==> config.mk <==
export PLATFORM = sky130hd
export DESIGN_NAME = pipe_stage_chain_flat
export DESIGN_NICKNAME = d
export VERILOG_FILES = /design/src/rtl/pipe_pkg.sv /design/src/rtl/pipe_stage_chain_if.sv /design/src/rtl/pipe_slot.sv /design/src/rtl/pipe_stage_chain.sv /design/src/flat_wrapper.sv
export SDC_FILE = /design/constraint.sdc
export NUM_CORES = 1
export LEC_CHECK = 0
export BUFFER_PORTS_ARGS = -buffer_cell sky130_fd_sc_hd__clkbuf_2
export CORE_MARGIN = 2
export CORE_UTILIZATION = 53
export CTS_BUF_LIST = sky130_fd_sc_hd__clkbuf_2 sky130_fd_sc_hd__clkbuf_4 sky130_fd_sc_hd__clkbuf_8
export CTS_CLUSTER_SIZE = 20
export DETAILED_ROUTE_END_ITERATION = 10
export PLACE_DENSITY = 0.89
export RECOVER_POWER = 50
export SYNTH_ARGS = -nofsm -noshare
export SYNTH_HDL_FRONTEND = slang
export SYNTH_SLANG_ARGS = --single-unit
==> constraint.sdc <==
create_clock -name clk -period 5.4 [get_ports clk]
set_input_delay 0.81 -clock clk [delete_from_list [all_inputs] [get_ports clk]]
set_output_delay 0.81 -clock clk [all_outputs]
set_load 0.05 [all_outputs]
==> src/rtl/pipe_pkg.sv <==
// Shared definitions for the pipeline register chain: size limits, slot index
// helpers and a saturating counter increment.
package pipe_pkg;

  localparam int unsigned STAGES_MAX = 8;
  localparam int unsigned CNT_W_MAX  = 32;

  function automatic int unsigned last_slot(int unsigned stages);
    return stages - 1;
  endfunction

  function automatic int unsigned slot_lsb(int unsigned idx, int unsigned width);
    return idx * width;
  endfunction

  // Counter values are carried at CNT_W_MAX bits; the caller truncates to its width.
  function automatic logic [CNT_W_MAX-1:0] sat_inc(logic [CNT_W_MAX-1:0] val,
                                                   int unsigned width);
    logic [CNT_W_MAX-1:0] max_val;
    if (width >= CNT_W_MAX) begin
      max_val = '1;
    end else begin
      max_val = (CNT_W_MAX'(1) << width) - CNT_W_MAX'(1);
    end
    return (val == max_val) ? val : val + CNT_W_MAX'(1);
  endfunction

endpackage

==> src/rtl/pipe_stage_chain_if.sv <==
// Handshake, hazard-control and statistics bundle of the pipeline register chain.
// The slave modport is the chain itself; the master side drives it.
interface pipe_stage_chain_if #(
  parameter int unsigned STAGES = 4,
  parameter int unsigned DATA_W = 32,
  parameter int unsigned CNT_W  = 16
);
  logic                     in_valid;
  logic [DATA_W-1:0]        in_data;
  logic                     in_ready;
  logic [STAGES-1:0]        stall_req;
  logic [STAGES-1:0]        flush_req;
  logic                     out_valid;
  logic [DATA_W-1:0]        out_data;
  logic                     out_ready;
  logic [STAGES-1:0]        stage_valid;
  logic [STAGES*DATA_W-1:0] stage_data;
  logic                     cnt_clr;
  logic [CNT_W-1:0]         stall_cnt;
  logic [CNT_W-1:0]         flush_cnt;

  modport master (
    output in_valid, in_data, stall_req, flush_req, out_ready, cnt_clr,
    input  in_ready, out_valid, out_data, stage_valid, stage_data, stall_cnt, flush_cnt
  );

  modport slave (
    input  in_valid, in_data, stall_req, flush_req, out_ready, cnt_clr,
    output in_ready, out_valid, out_data, stage_valid, stage_data, stall_cnt, flush_cnt
  );

endinterface

==> src/rtl/pipe_slot.sv <==
// One pipeline slot: valid bit plus payload. Kill beats hold beats load; the
// payload only toggles when a valid item is loaded.
module pipe_slot #(
  parameter int unsigned DATA_W = 32
) (
  input  logic              clk,
  input  logic              rst_n,
  input  logic              kill_i,
  input  logic              hold_i,
  input  logic              load_i,
  input  logic [DATA_W-1:0] load_data_i,
  output logic              valid_o,
  output logic [DATA_W-1:0] data_o
);

  logic              valid_q, valid_d;
  logic [DATA_W-1:0] data_q, data_d;

  always_comb begin
    valid_d = valid_q;
    data_d  = data_q;
    if (kill_i) begin
      valid_d = 1'b0;
    end else if (!hold_i) begin
      valid_d = load_i;
      if (load_i) begin
        data_d = load_data_i;
      end
    end
  end

  always_ff @(posedge clk or negedge rst_n) begin
    if (!rst_n) begin
      valid_q <= 1'b0;
      data_q  <= '0;
    end else begin
      valid_q <= valid_d;
      data_q  <= data_d;
    end
  end

  assign valid_o = valid_q;
  assign data_o  = data_q;

endmodule

==> src/rtl/pipe_stage_chain.sv <==
// Parametrised pipeline register chain with stall-driven holds, bubble collapse,
// oldest-wins redirect flush, valid/ready at both ends and saturating statistics.
module pipe_stage_chain
  import pipe_pkg::*;
#(
  parameter int unsigned STAGES = 4,
  parameter int unsigned DATA_W = 32,
  parameter int unsigned CNT_W  = 16
) (
  input  logic               clk,
  input  logic               rst_n,
  pipe_stage_chain_if.slave  bus
);

  localparam int unsigned Oldest = last_slot(STAGES);

  logic [STAGES-1:0]             valid, es, ef, hold, kill, load;
  logic [STAGES-1:0][DATA_W-1:0] data, load_data;
  logic                          any_stall, any_flush, in_ready;
  logic [CNT_W-1:0]              stall_cnt_q, stall_cnt_d, flush_cnt_q, flush_cnt_d;

  assign es        = bus.stall_req & valid;
  assign ef        = bus.flush_req & valid;
  assign any_stall = |es;
  assign any_flush = |ef;

  // A slot holds when it sits in an unbroken run of valid slots ending in a block.
  always_comb begin
    hold         = '0;
    hold[Oldest] = valid[Oldest] & (es[Oldest] | ~bus.out_ready);
    for (int i = int'(Oldest) - 1; i >= 0; i--) begin
      hold[i] = valid[i] & (es[i] | hold[i+1]);
    end
  end

  // Every slot younger than the oldest effective flush is killed.
  always_comb begin
    kill = '0;
    for (int i = int'(Oldest) - 1; i >= 0; i--) begin
      kill[i] = kill[i+1] | ef[i+1];
    end
  end

  assign in_ready = ~hold[0] & ~any_flush;

  // Killed predecessors feed a bubble, which turns an unheld flushing slot empty.
  always_comb begin
    load         = '0;
    load_data    = '0;
    load[0]      = bus.in_valid & in_ready;
    load_data[0] = bus.in_data;
    for (int i = 1; i < int'(STAGES); i++) begin
      load[i]      = valid[i-1] & ~hold[i-1] & ~kill[i-1];
      load_data[i] = data[i-1];
    end
  end

  for (genvar g = 0; g < int'(STAGES); g++) begin : g_slot
    pipe_slot #(
      .DATA_W (DATA_W)
    ) u_slot (
      .clk         (clk),
      .rst_n       (rst_n),
      .kill_i      (kill[g]),
      .hold_i      (hold[g]),
      .load_i      (load[g]),
      .load_data_i (load_data[g]),
      .valid_o     (valid[g]),
      .data_o      (data[g])
    );
  end

  always_comb begin
    stall_cnt_d = stall_cnt_q;
    flush_cnt_d = flush_cnt_q;
    if (bus.cnt_clr) begin
      stall_cnt_d = '0;
      flush_cnt_d = '0;
    end else begin
      if (any_stall) begin
        stall_cnt_d = CNT_W'(sat_inc(CNT_W_MAX'(stall_cnt_q), CNT_W));
      end
      if (any_flush) begin
        flush_cnt_d = CNT_W'(sat_inc(CNT_W_MAX'(flush_cnt_q), CNT_W));
      end
    end
  end

  always_ff @(posedge clk or negedge rst_n) begin
    if (!rst_n) begin
      stall_cnt_q <= '0;
      flush_cnt_q <= '0;
    end else begin
      stall_cnt_q <= stall_cnt_d;
      flush_cnt_q <= flush_cnt_d;
    end
  end

  assign bus.in_ready    = in_ready;
  assign bus.out_valid   = valid[Oldest] & ~bus.stall_req[Oldest];
  assign bus.out_data    = data[Oldest];
  assign bus.stage_valid = valid;
  assign bus.stage_data  = data;
  assign bus.stall_cnt   = stall_cnt_q;
  assign bus.flush_cnt   = flush_cnt_q;

endmodule

==> src/flat_wrapper.sv <==
// flat-port wrapper written by rule: the top's interface ports become plain ports
module pipe_stage_chain_flat import pipe_pkg::*;
#(
  parameter int unsigned STAGES = 4,
  parameter int unsigned DATA_W = 32,
  parameter int unsigned CNT_W  = 16
)
  (clk, rst_n, bus_in_valid, bus_in_data, bus_stall_req, bus_flush_req, bus_out_ready, bus_cnt_clr, bus_in_ready, bus_out_valid, bus_out_data, bus_stage_valid, bus_stage_data, bus_stall_cnt, bus_flush_cnt);
  pipe_stage_chain_if #(.STAGES(STAGES), .DATA_W(DATA_W), .CNT_W(CNT_W)) bus_i ();
  input  logic clk;
  input  logic rst_n;
  input wire logic [$bits(bus_i.in_valid)-1:0] bus_in_valid;
  input wire logic [$bits(bus_i.in_data)-1:0] bus_in_data;
  input wire logic [$bits(bus_i.stall_req)-1:0] bus_stall_req;
  input wire logic [$bits(bus_i.flush_req)-1:0] bus_flush_req;
  input wire logic [$bits(bus_i.out_ready)-1:0] bus_out_ready;
  input wire logic [$bits(bus_i.cnt_clr)-1:0] bus_cnt_clr;
  output wire logic [$bits(bus_i.in_ready)-1:0] bus_in_ready;
  output wire logic [$bits(bus_i.out_valid)-1:0] bus_out_valid;
  output wire logic [$bits(bus_i.out_data)-1:0] bus_out_data;
  output wire logic [$bits(bus_i.stage_valid)-1:0] bus_stage_valid;
  output wire logic [$bits(bus_i.stage_data)-1:0] bus_stage_data;
  output wire logic [$bits(bus_i.stall_cnt)-1:0] bus_stall_cnt;
  output wire logic [$bits(bus_i.flush_cnt)-1:0] bus_flush_cnt;
  assign bus_i.in_valid = bus_in_valid;
  assign bus_i.in_data = bus_in_data;
  assign bus_i.stall_req = bus_stall_req;
  assign bus_i.flush_req = bus_flush_req;
  assign bus_i.out_ready = bus_out_ready;
  assign bus_i.cnt_clr = bus_cnt_clr;
  assign bus_in_ready = bus_i.in_ready;
  assign bus_out_valid = bus_i.out_valid;
  assign bus_out_data = bus_i.out_data;
  assign bus_stage_valid = bus_i.stage_valid;
  assign bus_stage_data = bus_i.stage_data;
  assign bus_stall_cnt = bus_i.stall_cnt;
  assign bus_flush_cnt = bus_i.flush_cnt;
  pipe_stage_chain #(.STAGES(STAGES), .DATA_W(DATA_W), .CNT_W(CNT_W)) u_core (.clk(clk), .rst_n(rst_n), .bus(bus_i));
endmodule
Word level (Yosys, flattened, before mapping)
Cells that the tools add are included.
W data, S select, Z words.
{ "word_totals": {"regBits": 164, "inputBits": 45, "output_inout_bits": 198, "elab_cells": 76} }
{ "op_classes": {"addsub": 2, "n_eq_ne": 7, "mux": 16, "n_bitwise": 31, "n_reduce_logical": 10} }
{ "ops": {"columns": ["operator", "n"], "rows": [
  ["$mux W32", 4],
  ["$mux W16", 6],
  ["$eq A16 B32 Y1", 2],
  ["$add A16 B1 Y16 const B", 2],
  ["$and A1 B1 Y1", 13],
  ["$not A1 Y1", 10],
  ["$reduce_and A3 Y1", 3],
  ["$and A4 B4 Y4", 2],
  ["$ne A2 B2 Y1 const B", 4],
  ["$reduce_or A4 Y1", 2],
  ["$mux W1", 6],
  ["$or A1 B1 Y1", 6],
  ["$reduce_and A2 Y1", 3],
  ["$reduce_bool A2 Y1", 2],
  ["$ne A2 B1 Y1 const B", 1]
]} }

Longest topological paths before layout
{ "depth": {"ltp_word": 14, "ltp_mapped": 7, "ltp_nobuf": 5} }

Hierarchy
Synthesis repeated with hierarchy kept, for this count alone.
{ "unflattened": {"hier_cells": 527, "hier_area_um2": 7178.1} }
{ "modules_own_cells": {"columns": ["mod", "instances", "cells_per_inst", "area_per_inst_um2", "seq_area_each_um2"], "rows": [
  ["pipe_slot", 4, 71, 1252.5, 825.8],
  ["pipe_stage_chain", 1, 243, 2168.3, 800.8]
]} }

Worst setup path before layout
OpenSTA, ideal clock, no wires.
{ "synth_path": {"path_type": "input-to-output", "from": "input port bus_stall_req[3]", "to": "output port bus_in_ready", "arrival_time_ns": 2.152, "required_ns": 4.590, "path_slack_ns": 2.438, "cell_stages": 6, "path_buffers": 2, "path_cell_list": "nand2b_1 > and4_1 > clkbuf_1 > clkbuf_1 > o31ai_1 > and2_1"} }
{ "synth_via": {"elab_chain_len": 11} }
{ "synth_rtl": {"columns": ["element", "line", "source"], "rows": [
  ["start: declaration", "flat_wrapper.sv:14", "input wire logic [$bits(bus_i.stall_req)-1:0] bus_stall_req;"],
  ["$and A4 B4 Y4", "pipe_stage_chain.sv:22", "assign es = bus.stall_req & valid;"],
  ["$or A1 B1 Y1", "pipe_stage_chain.sv:30", "hold[Oldest] = valid[Oldest] & (es[Oldest] | ~bus.out_ready);"],
  ["$and A1 B1 Y1", "pipe_stage_chain.sv:30", null],
  ["$or A1 B1 Y1", "pipe_stage_chain.sv:32", "hold[i] = valid[i] & (es[i] | hold[i+1]);"],
  ["$and A1 B1 Y1", "pipe_stage_chain.sv:32", null],
  ["$or A1 B1 Y1", "pipe_stage_chain.sv:32", null],
  ["$and A1 B1 Y1", "pipe_stage_chain.sv:32", null],
  ["$or A1 B1 Y1", "pipe_stage_chain.sv:32", null],
  ["$and A1 B1 Y1", "pipe_stage_chain.sv:32", null],
  ["$not A1 Y1", "pipe_stage_chain.sv:44", "assign in_ready = ~hold[0] & ~any_flush;"],
  ["$and A1 B1 Y1", "pipe_stage_chain.sv:44", null],
  ["end: declaration", "flat_wrapper.sv:18", "output wire logic [$bits(bus_i.in_ready)-1:0] bus_in_ready;"]
]} }
Every way passes these cells.

==> metrics.md <==
| Metric | Value |
|---|---|
| Crit-path cells | `clkbuf_2 -> clkbuf_2` |
| Unrepaired setup endpoints after global routing | `no` |
| Worst hold path class | `flop to flop` |
| Synth unique cells | `48` |
| Drt first pass iters | `5` |
| TritonCTS clock tree | `yes` |
| Worst setup path endpoint | `u_core.bus.stall_cnt[13]` |
| CTS root buf | `clkbuf_8` |
| Most common cell after layout, fill and taps aside | `dfrtp_1` |
| Hold path cells | `1` |
| Layout Skew | `0.0125 ns` |
| Fin. max-slew vios | `179` |
| Syn Inst Count | `739` |
| Final setup fails | `0` |
| Die height | `129 um` |
| PostCTS Resize Cnt | `0` |
| Io pins | `243` |
| Final Hold Viols | `0` |
| Failing checks | `capacitance limit, slew limit` |
| CTS buffer count | `17` |
| Hold_buf cts | `0` |
| Clock Tree Buf Depth | `2` |
| Post-CTS Setup Bufs | `0` |
| Initial DRC Count | `407` |
| Crit path time final | `3.62 ns` |
| Final wirelength | `20.4 mm` |
| Crit-path leading delay family | `buffers and inverters` |
| Synthesized area per cell | `11.3 um^2` |
| Critical path depth | `2` |
| Max Cap Viol | `3` |
| Yosys warning total | `0` |
| F_max | `0.276 GHz` |
| PortBufs | `242` |
| Post-Syn Area | `8330 um^2` |
| Actual slew at the worst max-slew pin | `2.71 ns` |
| Syn_nets | `786` |
| Most used flip-flop cell after synthesis | `dfrtp_1` |
| Final period util | `0.671` |
| Critical path startpoint category | `input port` |
| WP data required | `5.75 ns` |
| Sequential area share after synthesis | `0.492` |
| Status | `finished, violations left` |
| # DRC | `0` |
| Clk_lat worst skew | `0.46 ns` |
| Worst Setup End Kind | `asynchronous set/reset pin` |
| Grt total ovfl | `0` |
| Final Wtd Congestion | `0.829` |
| Post-DP HPWL | `13.7 mm` |
| Die X | `129 um` |
| R2r startpoint | `u_core.g_slot[3].u_slot.valid_o` |
| Worst r2r path cells | `5` |
| Clk pin slew, worst setup/hold paths | `0.09 ns` |
| FF+latch count, synth | `164` |
| R2R Path End | `u_core.g_slot[2].u_slot.data_o[24]` |
| Drt wl/cell | `17.9 um` |
| Area Growth Syn to Fin | `15.5%` |
| Starting Density | `0.546` |
| Antenna-violating nets left | `0` |
| Largest net degree at the start of global routing | `111` |
| Total core area | `15300 um^2` |
| First-pass GRT wire length | `32.5 mm` |
| Sink Count | `164` |
| Initial antenna violation count | `1` |
| Setup TNS | `0 ns` |
| Layout cell share with drive strength beyond 1 | `0.288` |
| Slowest CP cell | `clkbuf_2` |
| WP buf/inv | `2` |
| Die ar. | `16700 um^2` |
| H-tree levels | `4` |
| Worst slew margin | `-0.804` |
| Vias/cell | `5.83` |
| Vias | `6661` |
| Fillers | `1261` |
| Nets | `964` |
| Crit Path Class | `input port to asynchronous set/reset pin` |
| GRT Total Usage | `0.246` |
| Crit path DAT | `3.98 ns` |
| Worst path max stage delay | `1.83 ns` |
| Row count | `45` |
| Vias in the first global route | `6370` |
| Crit-path most repeated cell | `clkbuf_2` |
| EDFF count, synth | `0` |
| Synth async-reset ratio | `1.00` |
| Internal reg-to-reg setup slack | `2.25 ns` |
| Most frequent cells in the layout | `dfrtp_1, clkbuf_1, clkbuf_2` |
| CP startpoint | `rst_n` |
| Worst-path maximum fanout | `110` |
-- cells by family after synthesis --
| logic type | count (synthesis) | share of synthesized area |
|---|---|---|
| mux | 142 | 0.187 |
| buf+inv | 98 | 0.0671 |
| fa+ha+maj | 2 | 0.00300 |
| flops | 164 | 0.492 |
| compound gates | 95 | 0.0830 |
| simple gates | 238 | 0.168 |
-- synthesized netlist by cell type (4+ instances only) --
cell	n	share of area
nor2b_1	78	0.059
mux2i_1	33	0.040
o311ai_0	32	0.034
nand2_1	16	0.0072
buf_2	9	0.0054
dfrtp_1	164	0.49
o21ai_0	7	0.0042
buf_6	4	0.0054
a211oi_1	4	0.0036
or3_1	7	0.0053
a21oi_1	23	0.014
o31ai_1	13	0.012
nor2_1	15	0.0068
buf_4	40	0.036
nand4_1	42	0.032
or4_1	10	0.0090
clkbuf_1	37	0.017
nand3_1	44	0.026
inv_1	5	0.0023
nor4_1	7	0.0053
mux2_2	107	0.14
-- per-layer routing --
metal | vias to the layer above | track usage | part of all wire
met4 | 0 | 0.113 | 0.030
met5 | - | 0 | 0
li1 | 3058 | - | -
met1 | 3319 | 0.321 | 0.42
met2 | 234 | 0.392 | 0.49
met3 | 50 | 0.0574 | 0.062
-- worst register-to-register path: stages (launching register included) --
cell	delay, ns
dfrtp_1	0.49
nand2_1	0.13
nand3_1	0.16
a211oi_4	0.23
clkbuf_1	1.55
mux2_2	0.47
-- worst min path at each step --
| stage | from | end | slack [ns] |
|---|---|---|---|
| finish | u_core.g_slot[3].u_slot.data_o[8] | u_core.g_slot[3].u_slot.data_o[8] | 0.54 |
| global route | u_core.g_slot[1].u_slot.data_o[15] | u_core.g_slot[1].u_slot.data_o[15] | 0.55 |
| CTS | rst_n | u_core.g_slot[2].u_slot.data_o[25] | 0.52 |
| detailed placement | u_core.g_slot[2].u_slot.data_o[12] | u_core.g_slot[2].u_slot.data_o[12] | 0.52 |
| global placement | u_core.g_slot[3].u_slot.data_o[31] | u_core.g_slot[3].u_slot.data_o[31] | 0.51 |
| floorplan | rst_n | u_core.bus.flush_cnt[0] | 0.51 |
-- registers in the layout, indices dropped and copies added (netlist names) --
name                          flops
u_core.bus.stall_cnt             16
u_core.g_slot.u_slot.valid_o      4
u_core.bus.flush_cnt             16
u_core.g_slot.u_slot.data_o     128
-- metrics by stage --
stage | worst slack [ns] | instances | instance area, um^2 | hold WS [ns] | util
after floorplan | 2.44 | 739 | 8330 | 0.514 | -
after global placement | 2.26 | 1109 | 9390 | 0.512 | 0.615
after detailed placement | 2.19 | 1109 | 9390 | 0.519 | 0.615
after CTS | 2.05 | 1141 | 9810 | 0.519 | 0.643
after global routing | 0.981 | 1141 | 9630 | 0.550 | 0.631
final | 1.78 | 1142 | 9630 | 0.536 | 0.631
-- cell type report --
class                   count  area (um^2)  share of cell area
flip-flops and latches    164         4110               0.426
clock buffers              21          283              0.0294
repair buffers            252         1110               0.116
clock inverters            11          139              0.0144
inverters                   5         18.8             0.00195
multi-input cells         477         3700               0.385
diodes                      1         2.50            0.000260
well taps                 211          264              0.0274
Power is left out: the tool's default activity adds up to more than one toggle a clock period on the data nets, which glitch-free logic cannot reach.
